<file path="src/rtl/alu_share_arbiter.sv">
// alu_share_arbiter: round-robin sharing of one ALU between two requesters.
// Each requester has a valid/ready request channel and a valid/ready response
// channel. Only one operation is in flight at a time. The FSM walks through
// IDLE (arbitrate and capture), EXEC (ALU evaluates the registered operands)
// and RESP (hold the result until the owner takes it).
module alu_share_arbiter #(
  parameter int DATA_WIDTH    = 32,
  parameter int OPCODE_LENGTH = 4
) (
  input  logic                     clk,
  input  logic                     reset,
  input  logic                     req0_valid,
  output logic                     req0_ready,
  input  logic [DATA_WIDTH-1:0]    req0_a,
  input  logic [DATA_WIDTH-1:0]    req0_b,
  input  logic [OPCODE_LENGTH-1:0] req0_op,
  input  logic                     req1_valid,
  output logic                     req1_ready,
  input  logic [DATA_WIDTH-1:0]    req1_a,
  input  logic [DATA_WIDTH-1:0]    req1_b,
  input  logic [OPCODE_LENGTH-1:0] req1_op,
  output logic                     rsp0_valid,
  input  logic                     rsp0_ready,
  output logic [DATA_WIDTH-1:0]    rsp0_result,
  output logic                     rsp0_err,
  output logic                     rsp1_valid,
  input  logic                     rsp1_ready,
  output logic [DATA_WIDTH-1:0]    rsp1_result,
  output logic                     rsp1_err,
  output logic [DATA_WIDTH-1:0]    alu_srca,
  output logic [DATA_WIDTH-1:0]    alu_srcb,
  output logic [OPCODE_LENGTH-1:0] alu_op,
  input  logic [DATA_WIDTH-1:0]    alu_result
);

  typedef enum logic [1:0] {IDLE, EXEC, RESP} state_t;

  state_t                   state;
  state_t                   state_next;
  logic                     owner;
  logic                     last_grant;
  logic [DATA_WIDTH-1:0]    a_reg;
  logic [DATA_WIDTH-1:0]    b_reg;
  logic [OPCODE_LENGTH-1:0] op_reg;
  logic [DATA_WIDTH-1:0]    result_reg;
  logic                     err_reg;
  logic                     grant0;
  logic                     grant1;
  logic                     accept;

  // The ALU implements AND (0000), ADD (0010), Equal (1000), NotEqual (1001).
  function automatic logic op_unsupported(input logic [OPCODE_LENGTH-1:0] op);
    return !((op == OPCODE_LENGTH'(0)) || (op == OPCODE_LENGTH'(2)) ||
             (op == OPCODE_LENGTH'(8)) || (op == OPCODE_LENGTH'(9)));
  endfunction

  // Round-robin grant; ready is also masked by reset so all outputs read 0 while it is held.
  always_comb begin
    grant0     = req0_valid & (!req1_valid | last_grant);
    grant1     = req1_valid & !grant0;
    req0_ready = (state == IDLE) & grant0 & !reset;
    req1_ready = (state == IDLE) & grant1 & !reset;
    accept     = req0_ready | req1_ready;
  end

  // Next-state logic; a new grant only happens from IDLE.
  always_comb begin
    state_next = state;
    case (state)
      IDLE:    if (accept) state_next = EXEC;
      EXEC:    state_next = RESP;
      RESP:    if (owner ? rsp1_ready : rsp0_ready) state_next = IDLE;
      default: state_next = IDLE;
    endcase
  end

  // State register; reset drops any in-flight transaction.
  always_ff @(posedge clk or posedge reset) begin
    if (reset) state <= IDLE;
    else       state <= state_next;
  end

  // Operand capture at the request handshake, result/err capture in EXEC.
  always_ff @(posedge clk or posedge reset) begin
    if (reset) begin
      owner      <= 1'b0;
      last_grant <= 1'b1;
      a_reg      <= '0;
      b_reg      <= '0;
      op_reg     <= '0;
      result_reg <= '0;
      err_reg    <= 1'b0;
    end else begin
      if (accept) begin
        owner      <= grant1;
        last_grant <= grant1;
        a_reg      <= grant1 ? req1_a  : req0_a;
        b_reg      <= grant1 ? req1_b  : req0_b;
        op_reg     <= grant1 ? req1_op : req0_op;
      end
      if (state == EXEC) begin
        result_reg <= alu_result;
        err_reg    <= op_unsupported(op_reg);
      end
    end
  end

  // ALU ports come only from the operand registers; responses read 0 unless valid.
  always_comb begin
    alu_srca    = a_reg;
    alu_srcb    = b_reg;
    alu_op      = op_reg;
    rsp0_valid  = (state == RESP) & !owner;
    rsp1_valid  = (state == RESP) & owner;
    rsp0_result = rsp0_valid ? result_reg : '0;
    rsp1_result = rsp1_valid ? result_reg : '0;
    rsp0_err    = rsp0_valid & err_reg;
    rsp1_err    = rsp1_valid & err_reg;
  end

endmodule
</file>
<file path="config.mk">
export PLATFORM = sky130hd
export DESIGN_NAME = alu_share_arbiter
export DESIGN_NICKNAME = d
export VERILOG_FILES = /design/src/rtl/alu_share_arbiter.sv
export SDC_FILE = /design/constraint.sdc
export NUM_CORES = 1
export LEC_CHECK = 0
export BUFFER_PORTS_ARGS = -buffer_cell sky130_fd_sc_hd__buf_4
export CAP_MARGIN = 10
export CORE_AREA = 2 2 122 124
export CTS_BUF_LIST = sky130_fd_sc_hd__clkbuf_8
export CTS_CLUSTER_SIZE = 24
export DETAILED_ROUTE_END_ITERATION = 6
export DIE_AREA = 0 0 124 126
export PLACE_DENSITY = 0.79
export SLEW_MARGIN = 25
export SYNTH_ARGS = -nofsm -noshare
export SYNTH_HDL_FRONTEND = slang
export SYNTH_SLANG_ARGS = --single-unit
</file>
<file path="constraint.sdc">
create_clock -name clk -period 3 [get_ports clk]
set_clock_uncertainty 0.2 [all_clocks]
set_input_delay 0.15 -clock clk [delete_from_list [all_inputs] [get_ports clk]]
set_output_delay 0.15 -clock clk [all_outputs]
set_load 0.01 [all_outputs]
</file>
==> results.tsv, run 1 <==
metric	value	unit
YS warnings	0	
Max Slew Vio Count	0	
Hold Path Origin	result_reg[5]	
Post-CTS Setup Bufs	0	
leading area contributor after synthesis	dfrtp_1	
vias per cell	5.27	
Distinct cells, synth	26	
I/O Buffers	311	
vias	5593	
largest cells by area after synthesis	dfrtp_1 (52%), o32ai_1 (12%), a2bb2oi_1 (10%)	
Mean Syn Cell Area	12.2	um^2
Post-Layout Cell Count	1061	
setup violators final	0	
Total Power	7.19	mW
data arrival time of the critical path	2.82	ns
Final Wtd Congestion	0.828	
Peak VDD IR	448	uV
Slowest-stage cell, CP	dlygate4sd3_1	
DRT Wirelength	20.3	mm
Root Driver	clkbuf_8	
Setup Crit Path Kind	input port to flop	
drt wl/cell	19.1	um
Post-synth EDFFs	0	
crit-path max FO	54	
H-tree lvl count	3	
share of layout cells above drive strength 1	0.443	
Net count, final	1045	
top_reg_cell synth	dfrtp_1	
Cells after DPL	870	
worst stage delay on the critical path	0.62	ns
TritonCTS buffer count	9	
Clk Latency, worst-skew pair	0.37	ns
GRT overflow	0	
Hold Fails Final Rpt	0	
Core Box Area	0.0143	mm^2
Mapped Cells	411	
metal3 WL	1.73	mm
Cell Rows	44	
vias in the first global route	5861	
CTS tree	done	
Pre-antenna DRT Iters	7	
Place WS	0.872	ns
Starting DRT DRC Count	315	
Hold Path Class	flop to flop	
first-pass GRT wire length	30.2	mm
Critical Path Start Type	input port	
FF-to-FF setup slack	0.35	ns
Synth Cell Area	0.00503	mm^2
Leak	4.36	nW
pwr/cell area	757	mW/mm^2
WHS Endpoint	result_reg[5]	
violated checks	DRC	
initial antenna violation count	1	
RSZ-0062 raised after global routing	false	
final period utilization	0.909	
Slew @ Worst Pin	0.886	ns
Max Fclk	367	MHz
r2r endpoint	alu_srca[7]	
Rel. slew slack	0.408	
MaxCap Viol Count	0	
setup ws final	0.272	ns
Top Metal Used	met4	
Total GRT Usage	0.251	
Post-synth ARST share	1.00	
Reg clk slew, reported paths	0.10	ns
fin crit period	2.73	ns
Area Growth Syn to Fin	88.8	%
status	finished with violations	
Boundary Pins	312	
setup_tns	0	ns
critical path cell sequence	dlygate4sd3_1 -> buf_4 -> nor2b_4 -> buf_4 -> o32ai_1 -> dlygate4sd3_1 -> a2bb2oi_1	
Reg2Reg Depth	5	
WL met1	7.38	mm
DRC viols	2	
Die W	124	um
Hold Crit Depth	1	
Die ar.	0.0156	mm^2
CP required	3.09	ns
DP HPWL	11.6	mm
Mapped Nets	585	
clock buffer depth	2	
clk sink count	105	
CP endpoint kind	flop	
#FFs+latches synth	105	
post-synth top area share	0.518	
Final ANT Viol Nets	0	
Die Y	126	um
Starting Density	0.351	
worst r2r src	last_grant	
largest net degree at the start of global routing	69	
post-synthesis sequential area ratio	0.523	
met2 routed wirelength	10.3	mm
==> worst max path at each step <==
stage / from / to / slack, ns / cells after the start
detailed placement: last_grant / alu_srca[18] / 0.87 / 4
global route: req1_valid / alu_srca[7] / 0.15 / 7
floorplan: last_grant / alu_srcb[6] / 1.31 / 6
finish: req1_valid / alu_srca[7] / 0.27 / 7
CTS: last_grant / alu_srca[18] / 0.32 / 5
global placement: last_grant / alu_srca[4] / 0.98 / 4
==> where the power goes <==
| group | leakage [nW] | internal (mW) | total [mW] | switching, mW |
|---|---|---|---|---|
| clock | 0.124 | 0.573 | 1.06 | 0.485 |
| combinational | 3.07 | 2.05 | 3.54 | 1.49 |
| sequential | 1.16 | 2.09 | 2.59 | 0.492 |
==> metal layers <==
| metal | vias up | global-route usage |
|---|---|---|
| met5 | - | 0 |
| met4 | 0 | 0.125 |
| met3 | 69 | 0.0670 |
| met2 | 314 | 0.437 |
| met1 | 2712 | 0.280 |
| li1 | 2498 | - |
==> timing repair <==
action | in CTS | in global routing
resized for setup | 0 | 1
endpoints found under the hold margin | 140 | 0
hold buffers | 174 | 0
endpoints found under the setup margin | 0 | 1
==> layout make-up <==
cell class	count	area [um^2]
diodes	1	2.50
inverters	3	15.0
well taps	184	230
multi-input cells	256	2180
fillers	973	4820
flip-flops and latches	105	2630
clock buffers	10	138
clock inverters	6	106
repair buffers	496	4190
==> worst max-delay path, delay by kind of cell <==
kind / cells / cell delay, ns
AOI/OAI and AO/OA: 2 / 0.37
buffers and inverters: 4 / 1.89
and+or+nand+nor: 1 / 0.39
==> Yosys cell counts, drive strengths merged (2+ instances only) <==
master	instances
a21oi	2
nor2b	2
o21ai	2
mux2	33
dfrtp	104
nor2	6
and2	66
inv	3
a2bb2oi	68
buf	17
clkbuf	30
nand2b	2
o32ai	68
nor3	2
==> per-stage QoR <==
stage	area (um^2)	hold WS, ns	utilization
3_3_place_gp	7500	0.167	0.524
3_5_place_dp	7500	0.162	0.524
2_1_floorplan	5030	0.0200	-
6_report	9490	0.320	0.663
4_1_cts	9480	0.320	0.663
5_1_grt	9490	0.335	0.663
==> layout by cell type, fill, tap and decap left out <==
cell type      netlist  final
buf_4                1    319
dlygate4sd3_1        0    174
dfrtp_1            104    104
o32ai_1             68     68
and2_1              66     66
a2bb2oi_1           58     58
mux2_2              33     33
a2bb2oi_2           10     10
clkbuf_8             0     10
nor2_1               5      5
bufinv_16            0      3
nand2b_1             2      2
inv_1                2      2
clkinvlp_4           0      2
o21ai_0              2      2
a21oi_1              2      2
buf_12               0      2
diode_2              0      1
or3_4                1      1
nor2_4               1      1
inv_2                1      1
nor2b_4              0      1
a21bo_2              0      1
nor3_4               0      1
nor3_1               1      1
nor2b_1              2      1
a211oi_1             1      1
nand2_1              1      1
a31oi_1              1      1
clkinv_2             0      1
dfstp_2              1      1
buf_6                3      1
==> cell families after synthesis <==
| group | synth area share |
|---|---|
| flops | 0.523 |
| buf+inv | 0.0458 |
| simple gates | 0.0991 |
| mux | 0.0739 |
| compound gates | 0.258 |
Power figures use the tool's default switching activity.
==> inputs of run 2 (changes only) <==
--- a/config.mk
+++ b/config.mk
@@ -12,7 +12,9 @@
 export CTS_CLUSTER_SIZE = 24
 export DETAILED_ROUTE_END_ITERATION = 6
 export DIE_AREA = 0 0 124 126
-export PLACE_DENSITY = 0.79
+export GPL_ROUTABILITY_DRIVEN = 0
+export PLACE_DENSITY = 0.7
+export RECOVER_POWER = 25
 export SLEW_MARGIN = 25
 export SYNTH_ARGS = -nofsm -noshare
 export SYNTH_HDL_FRONTEND = slang
==> results.tsv, run 2 (same netlist as run 1, synthesis figures left out) <==
metric	value	unit
drt wl/cell	18.7	um
vias in the first global route	5753	
setup ws final	0.314	ns
CP top delay family	buffers and inverters	
MaxCap Viol Count	0	
Net count, final	1046	
TritonCTS buffer count	9	
Slew @ Worst Pin	1.13	ns
CP bufs+invs	2	
CP required	3.07	ns
Rel. slew slack	0.249	
Final ANT Viol Nets	0	
status	finished clean	
Cell Rows	44	
Die W	124	um
final core utilization	0.651	
critical path cell sequence	a21bo_2 -> buf_4 -> o32ai_1 -> dlygate4sd3_1 -> a2bb2oi_1	
met2 routed wirelength	10.1	mm
Leak	4.21	nW
crit-path max FO	69	
clk sink count	105	
commonest non-fill, non-tap cell in the layout	buf_4	
data arrival time of the critical path	2.76	ns
Root Driver	clkbuf_8	
Hold Fails Final Rpt	0	
largest net degree at the start of global routing	70	
GRT overflow	0	
RSZ-0062 raised after global routing	false	
Max Fclk	372	MHz
Die Y	126	um
Die ar.	0.0156	mm^2
vias per cell	5.21	
setup_tns	0	ns
Area Growth Syn to Fin	85.3	%
Critical Path Start Type	flop	
CP endpoint kind	flop	
Slowest-stage cell, CP	dlygate4sd3_1	
most frequent cells in the layout	buf_4 (279), dlygate4sd3_1 (174), dfrtp_1 (104)	
share of layout cells above drive strength 1	0.397	
FF-to-FF setup slack	0.31	ns
setup violators final	0	
Top Metal Used	met4	
pwr/cell area	744	mW/mm^2
first-pass GRT wire length	30.2	mm
Starting DRT DRC Count	228	
Hold Path Class	flop to flop	
H-tree lvl count	3	
Boundary Pins	312	
Peak VDD IR	390	uV
DRT Wirelength	19.8	mm
WL met1	7.50	mm
Max Slew Vio Count	0	
CTS tree	done	
Place WS	0.944	ns
Setup Crit Path Kind	flop to flop	
clock buffer depth	2	
DRC viols	0	
fin crit period	2.69	ns
Pre-antenna DRT Iters	4	
antenna diode count	0	
final period utilization	0.895	
vias	5531	
I/O Buffers	311	
DP HPWL	12.1	mm
Starting Density	0.351	
Total GRT Usage	0.248	
initial antenna violation count	0	
Reg clk slew, reported paths	0.11	ns
metal3 WL	1.73	mm
Core Box Area	0.0143	mm^2
worst stage delay on the critical path	0.62	ns
Clk Latency, worst-skew pair	0.37	ns
[run 2: cell count changes in the layout (fill, tap and decap cells not counted), sizes merged]
cell / before / now
buf: 322 / 280
bufinv: 3 / 2
clkbuf: 10 / 54
clkinv: 1 / 2
clkinvlp: 2 / 1
diode: 1 / 0
[run 2: repair_timing]
action,4_1_cts,5_1_grt
hold buffers,174,0
setup buffers,0,0
gates resized for setup,0,0
endpoints found under the hold margin,207,0
[run 2: layout make-up]
class | instances | area [um^2]
flip-flops and latches | 105 | 2630
multi-input cells | 256 | 2180
clock buffers | 11 | 151
repair buffers | 497 | 4020
well taps | 184 | 230
inverters | 3 | 15.0
clock inverters | 5 | 86.3
fillers | 1101 | 5000
[run 2: worst paths after layout]
kind	end	depth (start not counted)	from
max in group asynchronous	alu_srcb[9]	4	reset
min reg2reg	result_reg[27]	1	result_reg[27]
min	result_reg[27]	1	result_reg[27]
max reg2reg	alu_srca[1]	5	last_grant
max	alu_srca[1]	5	last_grant
min in group asynchronous	alu_op[2]	4	reset
[run 2: per-stage QoR]
stage / instance area, um^2 / hold WS, ns / total power, mW / std cells
2_1_floorplan: 5030 / 0.0200 / 4.18 / 411
3_3_place_gp: 7490 / 0.149 / 5.64 / 871
3_5_place_dp: 7490 / 0.154 / 5.73 / 871
4_1_cts: 9470 / 0.327 / 7.13 / 1061
5_1_grt: 9310 / 0.333 / 7.32 / 1061
6_report: 9310 / 0.330 / 6.93 / 1061
[run 2: power breakdown]
group          switching, mW  internal (mW)
Clock                  0.508          0.522
Combinational           1.47           1.85
Sequential             0.484           2.09
Total                   2.47           4.46
[run 2: per-layer routing]
layer,vias to the layer above,GRT usage
li1,2505,-
met1,2698,0.293
met2,294,0.434
met3,34,0.0670
met4,0,0.0780
met5,-,0
